==> src/rtl/icache_linefill_ctrl_pkg.sv <==
// rtl/icache_linefill_ctrl_pkg.sv - shared parameters, payload types and FSM states for the icache line-fill return stage
package icache_linefill_ctrl_pkg;

  localparam int MSHR_ENTRY_NUM     = 8;
  localparam int WAY_NUM            = 2;
  localparam int LINE_BEATS         = 4;
  localparam int BEAT_WIDTH         = 128;
  localparam int ICACHE_INDEX_WIDTH = 6;
  localparam int ICACHE_TAG_WIDTH   = 20;

  localparam int TXNID_W    = $clog2(MSHR_ENTRY_NUM);
  localparam int CNT_W      = (LINE_BEATS > 1) ? $clog2(LINE_BEATS) : 1;
  localparam int LINE_WIDTH = LINE_BEATS * BEAT_WIDTH;

  typedef struct packed {
    logic [BEAT_WIDTH-1:0] data;
    logic [TXNID_W-1:0]    txnid;
    logic                  last;
  } linefill_rxdat_pld_t;

  typedef struct packed {
    logic                          way;
    logic [ICACHE_INDEX_WIDTH-1:0] index;
    logic [LINE_WIDTH-1:0]         data;
  } dataram_wr_pld_t;

  typedef struct packed {
    logic                          way;
    logic [ICACHE_INDEX_WIDTH-1:0] index;
    logic [ICACHE_TAG_WIDTH-1:0]   tag;
    logic                          valid;
  } tagram_wr_pld_t;

  typedef struct packed {
    logic [BEAT_WIDTH-1:0] data;
    logic [TXNID_W-1:0]    txnid;
    logic [CNT_W-1:0]      beat_idx;
  } byp_pld_t;

  typedef enum logic [1:0] {
    ST_IDLE    = 2'd0,
    ST_COLLECT = 2'd1,
    ST_WRITE   = 2'd2,
    ST_DONE    = 2'd3
  } linefill_state_e;

endpackage

==> src/rtl/icache_line_buffer.sv <==
// rtl/icache_line_buffer.sv - LINE_BEATS x BEAT_WIDTH refill staging buffer, beat 0 at the LSBs
module icache_line_buffer
  import icache_linefill_ctrl_pkg::*;
(
  input  logic                  clk,
  input  logic                  rst,
  input  logic                  we,
  input  logic [CNT_W-1:0]      slot,
  input  logic [BEAT_WIDTH-1:0] wdata,
  output logic [LINE_WIDTH-1:0] line
);

  logic [LINE_WIDTH-1:0] line_q, line_d;

  // Overwrite only the addressed beat slot; other slots keep their contents.
  always_comb begin
    line_d = line_q;
    if (we) begin
      line_d[int'(slot)*BEAT_WIDTH +: BEAT_WIDTH] = wdata;
    end
  end

  // Buffer storage; cleared on reset so a half-collected line never leaks into the next one.
  always_ff @(posedge clk or posedge rst) begin
    if (rst) begin
      line_q <= '0;
    end else begin
      line_q <= line_d;
    end
  end

  assign line = line_q;

endmodule

==> src/rtl/icache_linefill_ctrl.sv <==
// rtl/icache_linefill_ctrl.sv - collects refill beats, writes line+tag, pulses linefill_done; option ICACHE_LINEFILL_BYPASS_EN
module icache_linefill_ctrl
  import icache_linefill_ctrl_pkg::*;
(
  input  logic                                         clk,
  input  logic                                         rst,
  input  logic                                         rxdat_vld,
  output logic                                         rxdat_rdy,
  input  linefill_rxdat_pld_t                          rxdat_pld,
  input  logic [MSHR_ENTRY_NUM*ICACHE_INDEX_WIDTH-1:0] mshr_index_vec,
  input  logic [MSHR_ENTRY_NUM-1:0]                    mshr_way_vec,
  input  logic [MSHR_ENTRY_NUM*ICACHE_TAG_WIDTH-1:0]   mshr_tag_vec,
  output logic                                         dataram_wr_vld,
  input  logic                                         dataram_wr_rdy,
  output dataram_wr_pld_t                              dataram_wr_pld,
  output logic                                         tagram_wr_vld,
  input  logic                                         tagram_wr_rdy,
  output tagram_wr_pld_t                               tagram_wr_pld,
  output logic [MSHR_ENTRY_NUM-1:0]                    linefill_done,
  output logic                                         proto_err
`ifdef ICACHE_LINEFILL_BYPASS_EN
  ,
  output logic                                         byp_vld,
  input  logic                                         byp_rdy,
  output byp_pld_t                                     byp_pld
`endif
);

  linefill_state_e               state_q, state_d;
  logic [CNT_W-1:0]              beat_cnt_q, beat_cnt_d;
  logic [TXNID_W-1:0]            cur_txnid_q, cur_txnid_d;
  logic                          way_q, way_d;
  logic [ICACHE_INDEX_WIDTH-1:0] index_q, index_d;
  logic [ICACHE_TAG_WIDTH-1:0]   tag_q, tag_d;
  logic                          data_sent_q, data_sent_d;
  logic                          tag_sent_q, tag_sent_d;
  logic                          proto_err_q, proto_err_d;

  logic                  rdy_state;
  logic                  rx_fire;
  logic                  txnid_mismatch;
  logic                  beat_take;
  logic                  beat_is_final;
  logic                  buf_we;
  logic                  data_done;
  logic                  tag_done;
  logic [LINE_WIDTH-1:0] line_data;

  // Only IDLE and COLLECT take beats; reset forces rdy low while it is held.
  assign rdy_state      = (state_q == ST_IDLE) || (state_q == ST_COLLECT);
  assign txnid_mismatch = (state_q == ST_COLLECT) && (rxdat_pld.txnid != cur_txnid_q);
  assign beat_is_final  = (beat_cnt_q == CNT_W'(LINE_BEATS - 1));
  assign rx_fire        = rxdat_vld && rxdat_rdy;
  assign beat_take      = rx_fire && !txnid_mismatch;

`ifdef ICACHE_LINEFILL_BYPASS_EN
  // Forward each stored beat to the fetch path in the same cycle it is accepted.
  assign rxdat_rdy = rdy_state && !rst && byp_rdy;
  assign byp_vld   = rxdat_vld && rdy_state && !rst && !txnid_mismatch;
  assign byp_pld   = '{data: rxdat_pld.data, txnid: rxdat_pld.txnid, beat_idx: beat_cnt_q};
`else
  assign rxdat_rdy = rdy_state && !rst;
`endif

  icache_line_buffer u_line_buffer (
    .clk   (clk),
    .rst   (rst),
    .we    (buf_we),
    .slot  (beat_cnt_q),
    .wdata (rxdat_pld.data),
    .line  (line_data)
  );

  // Next-state, counter, handshake flags and error detection for the one in-flight line.
  always_comb begin
    state_d        = state_q;
    beat_cnt_d     = beat_cnt_q;
    cur_txnid_d    = cur_txnid_q;
    way_d          = way_q;
    index_d        = index_q;
    tag_d          = tag_q;
    data_sent_d    = data_sent_q;
    tag_sent_d     = tag_sent_q;
    proto_err_d    = proto_err_q;
    buf_we         = 1'b0;
    dataram_wr_vld = 1'b0;
    tagram_wr_vld  = 1'b0;
    data_done      = 1'b0;
    tag_done       = 1'b0;
    linefill_done  = '0;

    case (state_q)
      ST_IDLE, ST_COLLECT: begin
        // A foreign txnid mid-line is swallowed so it cannot stall the link.
        if (rx_fire && txnid_mismatch) begin
          proto_err_d = 1'b1;
        end
        if (beat_take) begin
          buf_we = 1'b1;
          if (state_q == ST_IDLE) begin
            cur_txnid_d = rxdat_pld.txnid;
          end
          // The line completes on beat count; a misplaced last flag is only reported.
          if (rxdat_pld.last != beat_is_final) begin
            proto_err_d = 1'b1;
          end
          if (beat_is_final) begin
            beat_cnt_d = '0;
            state_d    = ST_WRITE;
            way_d      = mshr_way_vec[rxdat_pld.txnid];
            index_d    = mshr_index_vec[int'(rxdat_pld.txnid)*ICACHE_INDEX_WIDTH +: ICACHE_INDEX_WIDTH];
            tag_d      = mshr_tag_vec[int'(rxdat_pld.txnid)*ICACHE_TAG_WIDTH +: ICACHE_TAG_WIDTH];
          end else begin
            beat_cnt_d = beat_cnt_q + 1'b1;
            state_d    = ST_COLLECT;
          end
        end
      end
      ST_WRITE: begin
        dataram_wr_vld = !data_sent_q;
        tagram_wr_vld  = !tag_sent_q;
        data_done      = data_sent_q || (dataram_wr_vld && dataram_wr_rdy);
        tag_done       = tag_sent_q || (tagram_wr_vld && tagram_wr_rdy);
        if (data_done && tag_done) begin
          state_d     = ST_DONE;
          data_sent_d = 1'b0;
          tag_sent_d  = 1'b0;
        end else begin
          data_sent_d = data_done;
          tag_sent_d  = tag_done;
        end
      end
      ST_DONE: begin
        linefill_done[cur_txnid_q] = 1'b1;
        state_d                    = ST_IDLE;
      end
      default: state_d = ST_IDLE;
    endcase
  end

  // State registers; reset abandons any partially collected or pending line.
  always_ff @(posedge clk or posedge rst) begin
    if (rst) begin
      state_q     <= ST_IDLE;
      beat_cnt_q  <= '0;
      cur_txnid_q <= '0;
      way_q       <= 1'b0;
      index_q     <= '0;
      tag_q       <= '0;
      data_sent_q <= 1'b0;
      tag_sent_q  <= 1'b0;
      proto_err_q <= 1'b0;
    end else begin
      state_q     <= state_d;
      beat_cnt_q  <= beat_cnt_d;
      cur_txnid_q <= cur_txnid_d;
      way_q       <= way_d;
      index_q     <= index_d;
      tag_q       <= tag_d;
      data_sent_q <= data_sent_d;
      tag_sent_q  <= tag_sent_d;
      proto_err_q <= proto_err_d;
    end
  end

  assign dataram_wr_pld = '{way: way_q, index: index_q, data: line_data};
  assign tagram_wr_pld  = '{way: way_q, index: index_q, tag: tag_q, valid: 1'b1};
  assign proto_err      = proto_err_q;

endmodule
==> config.mk <==
export PLATFORM = sky130hd
export DESIGN_NAME = icache_linefill_ctrl
export DESIGN_NICKNAME = d
export VERILOG_FILES = /design/src/rtl/icache_linefill_ctrl_pkg.sv /design/src/rtl/icache_line_buffer.sv /design/src/rtl/icache_linefill_ctrl.sv
export SDC_FILE = /design/constraint.sdc
export NUM_CORES = 1
export LEC_CHECK = 0
export CAP_MARGIN = 10
export CORE_AREA = 5 5 354 356
export CTS_BUF_LIST = sky130_fd_sc_hd__clkbuf_8 sky130_fd_sc_hd__clkbuf_16
export DETAILED_ROUTE_END_ITERATION = 8
export DIE_AREA = 0 0 359 361
export GPL_ROUTABILITY_DRIVEN = 0
export HOLD_SLACK_MARGIN = 0.02
export PLACE_DENSITY = 0.52
export SYNTH_ARGS = -nofsm -noshare
export SYNTH_HDL_FRONTEND = slang
export SYNTH_SLANG_ARGS = --single-unit
==> constraint.sdc <==
create_clock -name clk -period 53.7 [get_ports clk]
set_clock_uncertainty 0.05 [all_clocks]
set_input_delay 8.055 -clock clk [delete_from_list [all_inputs] [get_ports clk]]
set_output_delay 8.055 -clock clk [all_outputs]
set_load 0.02 [all_outputs]
==> results by group <==
STA
  – Final setup fails: 0
  – Slew Limit Fails: 0
  – Max transition margin: 0.333
  – Slew @ Worst Pin: 1.00 ns
  – Final min period: 17.46 ns
  – PnR worst setup slack: approximately 36 ns
  – Fin crit share: 0.325
  – Fmax: 57.3 MHz
  – RSZ-0062 raised after global routing: no
  – Final Hold Vio Count: 0
  – Fin Setup TNS: 0 ns

Setup path
  – Critical-path maximum fanout: 4
  – Slowest-stage cell, CP: clkdlybuf4s50_1
  – Buf+Inv Stages, Crit Path: 2
  – R2r setup slk: roughly 50 ns
  – RR Startpoint: state_q[0]
  – Most frequent CP cell: clkdlybuf4s50_1
  – Crit-path cells: clkdlybuf4s50_1 > nor2_1 > clkdlybuf4s50_1
  – Worst Setup SP: rst
  – CP peak stage delay: 0.62 ns
  – CP top delay family: buffers and inverters
  – Worst Setup End Kind: output pin
  – Critical path type: input pin to output pin
  – Worst Path Required: 45.59 ns
  – Startpoint Class: input pin
  – Critical path arrival: ~9.4 ns

CTS
  – Clock Latency Late Sink: roughly 0.60 ns
  – CTS hold repair buffers: 0
  – Clk root buf: clkbuf_16
  – Clock tree buffer depth: 3
  – Setup Buffers After CTS: 0
  – Worst-path clk slew: approximately 0.05 ns
  – CTS tree: done
  – Clk sink count: 549
  – Cts bufs inserted: between 70 and 80
  – PostCTS Resize Cnt: 0
  – H-tree depth: 3

Pwr
  – Power density over the cells: between 60 and 70 nW/µm²
  – Sw frac: 0.409
  – P_int: around 0.0014 W
  – Lkg Pwr: 16.4 nW
  – Clock group share of total power: 0.205
  – VDD IR max: 0.0310 mV
  – Psw: approximately 0.0010 W
  – Part of the power in combinational logic: 0.493
  – Reg power frac: 0.302

Synthesis
  – Synthesized area: 26400 µm²
  – Netlist cell types: 36
  – FFs w/ async S/R, synth: 1.00
  – EDFF count, synth: 0
  – Mapped Cells: 2411
  – Synth warn: 0
  – Sequential share of the synthesized area: 0.520
  – Synth Flop Type: dfrtp_1
  – #FFs+latches synth: 549
  – Syn_area_per_cell: 11.0 µm²
  – Post-synth net total: roughly 2800

Layout
  – Share of cells above drive strength 1: 0.0783
  – Syn-to-layout area delta: 47.3%
  – Post-route cell area: 38900 µm²
  – Layout Cells excl Fill: 4973
  – Most frequent cells in the layout: 908 x clkdlybuf4s50_1, 549 x dfrtp_1, 525 x inv_1
  – Most common cell after layout, fill and taps aside: clkdlybuf4s50_1
  – Filler instances: 12571
  – Nets: 3645

Route
  – TritonRoute pass-1 iters: 5
  – Routed len/inst: 21.2 µm
  – Vias post-DR: approximately 20000
  – Number of DRC markers in iteration 0: 1031
  – Post-DRT Antenna Nets: 0
  – DR vias/cell: 3.98
  – Residual DRC: 0
  – DRT Wirelength: 105000 µm

Global routing
  – Vias in the first global route: 21188
  – Initial antenna violation count: 18
  – First-pass GRT wire length: roughly 150000 µm
  – GR Overflow Total: 0
  – Largest net degree at the start of global routing: roughly 150
  – GRT Resource Usage Total: 0.158

Placement
  – Post-DP Area: ~36000 µm²
  – DP Wirelength: 76300 µm
  – Port bufs: 910
  – Dpl ws: 36.23 ns
  – Placed Cells incl. Taps: 4836

Floorplanning
  – Core ar.: 121000 µm²
  – Row cnt: 128
  – Die Y: 361 µm
  – Num ports: 912
  – Die area: roughly 130000 µm²
  – Initial Util: 0.218
  – Die X: between 300 and 400 µm

Flow run
  – Max_cap viols: 0

Worst hold path
  – Worst Hold Class: register to register
  – Hold path startpoint: tag_q[3]

Outcome
  – Status: finished clean
flip-flops by register name, indices dropped and copies added (netlist names):
| signal | count |
|---|---|
| cur_txnid_q | 3 |
| proto_err | 1 |
| tag_q | 20 |
| tag_sent_q | 1 |
| data_sent_q | 1 |
| way_q | 1 |
| beat_cnt_q | 2 |
| state_q | 2 |
| u_line_buffer.line | 512 |
| index_q | 6 |
cell type report:
type | instances | area [µm²] | area share
clock inverter | 33 | 369 | 0.00948
clock buffer | 91 | 2090 | 0.0536
sequential | 549 | 13700 | 0.353
timing repair buffer | 943 | 9390 | 0.241
multi-input combinational | 1203 | 9340 | 0.240
tap | 1625 | 2030 | 0.0522
inverter | 516 | 1940 | 0.0499
antenna | 13 | 32.5 | 0.000836
power by group through the flow:
stage,Sequential [W],Combinational [W],Clock [W]
4_1_cts,0.000738,0.00123,0.000518
5_1_grt,0.000764,0.00130,0.000533
6_report,0.000736,0.00120,0.000499
3_5_place_dp,0.000739,0.00122,0
3_3_place_gp,0.000736,0.00122,0
2_1_floorplan,0.000979,0.000339,0
kinds of logic (layout without fill, tap and decap cells):
family                   after synthesis  count (layout)  share of synthesized area
buffers and inverters                659            1583                      0.128
multiplexers                         620             620                      0.263
AND/OR/NAND/NOR                      562             562                     0.0822
flip-flops                           549             549                      0.520
AO/OA/AOI/OAI                         10              10                    0.00293
adder cells (fa/ha/maj)                6               6                    0.00284
XOR/XNOR                               4               4                    0.00133
other                                  1              14                   0.000142
routing by layer:
layer / track usage / wire length, µm / up-vias
met5: 0 / 45 / -
met4: 0.0469 / 2550 / 8
met3: 0.0705 / 10100 / 131
met2: 0.251 / 48200 / 662
met1: 0.195 / 44400 / 9763
li1: - / - / 9243
through the flow:
stage / hold slack, ns / power (W) / utilization
final: 0.437 / 0.00244 / 0.321
after global routing: 0.440 / 0.00259 / 0.321
after CTS: 0.432 / 0.00248 / 0.320
after detailed placement: 0.419 / 0.00196 / 0.300
after global placement: 0.408 / 0.00195 / 0.300
after floorplan: 0.433 / 0.00132 / -
cell usage after synthesis, types with 3 or more instances:
master / n / area share
o21ai_0: 3 / 0.00057
buf_6: 7 / 0.0030
buf_2: 6 / 0.0011
xor2_1: 3 / 0.00099
mux2i_1: 512 / 0.19
nor3_1: 3 / 0.00057
buf_12: 44 / 0.033
ha_1: 6 / 0.0028
nand2_1: 524 / 0.074
mux2_1: 8 / 0.0034
mux2_2: 46 / 0.020
dfrtp_1: 549 / 0.52
nor3b_1: 3 / 0.00085
mux4_2: 54 / 0.046
nand2b_1: 3 / 0.00071
clkbuf_1: 64 / 0.0091
a21oi_1: 4 / 0.00076
nor2_1: 17 / 0.0024
inv_1: 516 / 0.073
buf_4: 14 / 0.0040
and2_1: 4 / 0.00095
buf_8: 7 / 0.0040
path summary, 6_finish.rpt:
kind | to | cells after the start
max reg2reg | u_line_buffer.line[466] | 6
min in group asynchronous | tag_q[16] | 2
min | tag_q[3] | 1
min reg2reg | tag_q[3] | 1
max in group asynchronous | u_line_buffer.line[159] | 5
max | rxdat_rdy | 3
worst reg2reg max path, cell delays in order, from the launching register on:
cell     delay [ns]
dfrtp_1        0.55
or4b_1         0.81
o41ai_4        0.19
and2_4         0.54
buf_4          0.60
buf_4          0.74
mux2i_1        0.36
No activity file was read; power rests on OpenSTA's default activity.
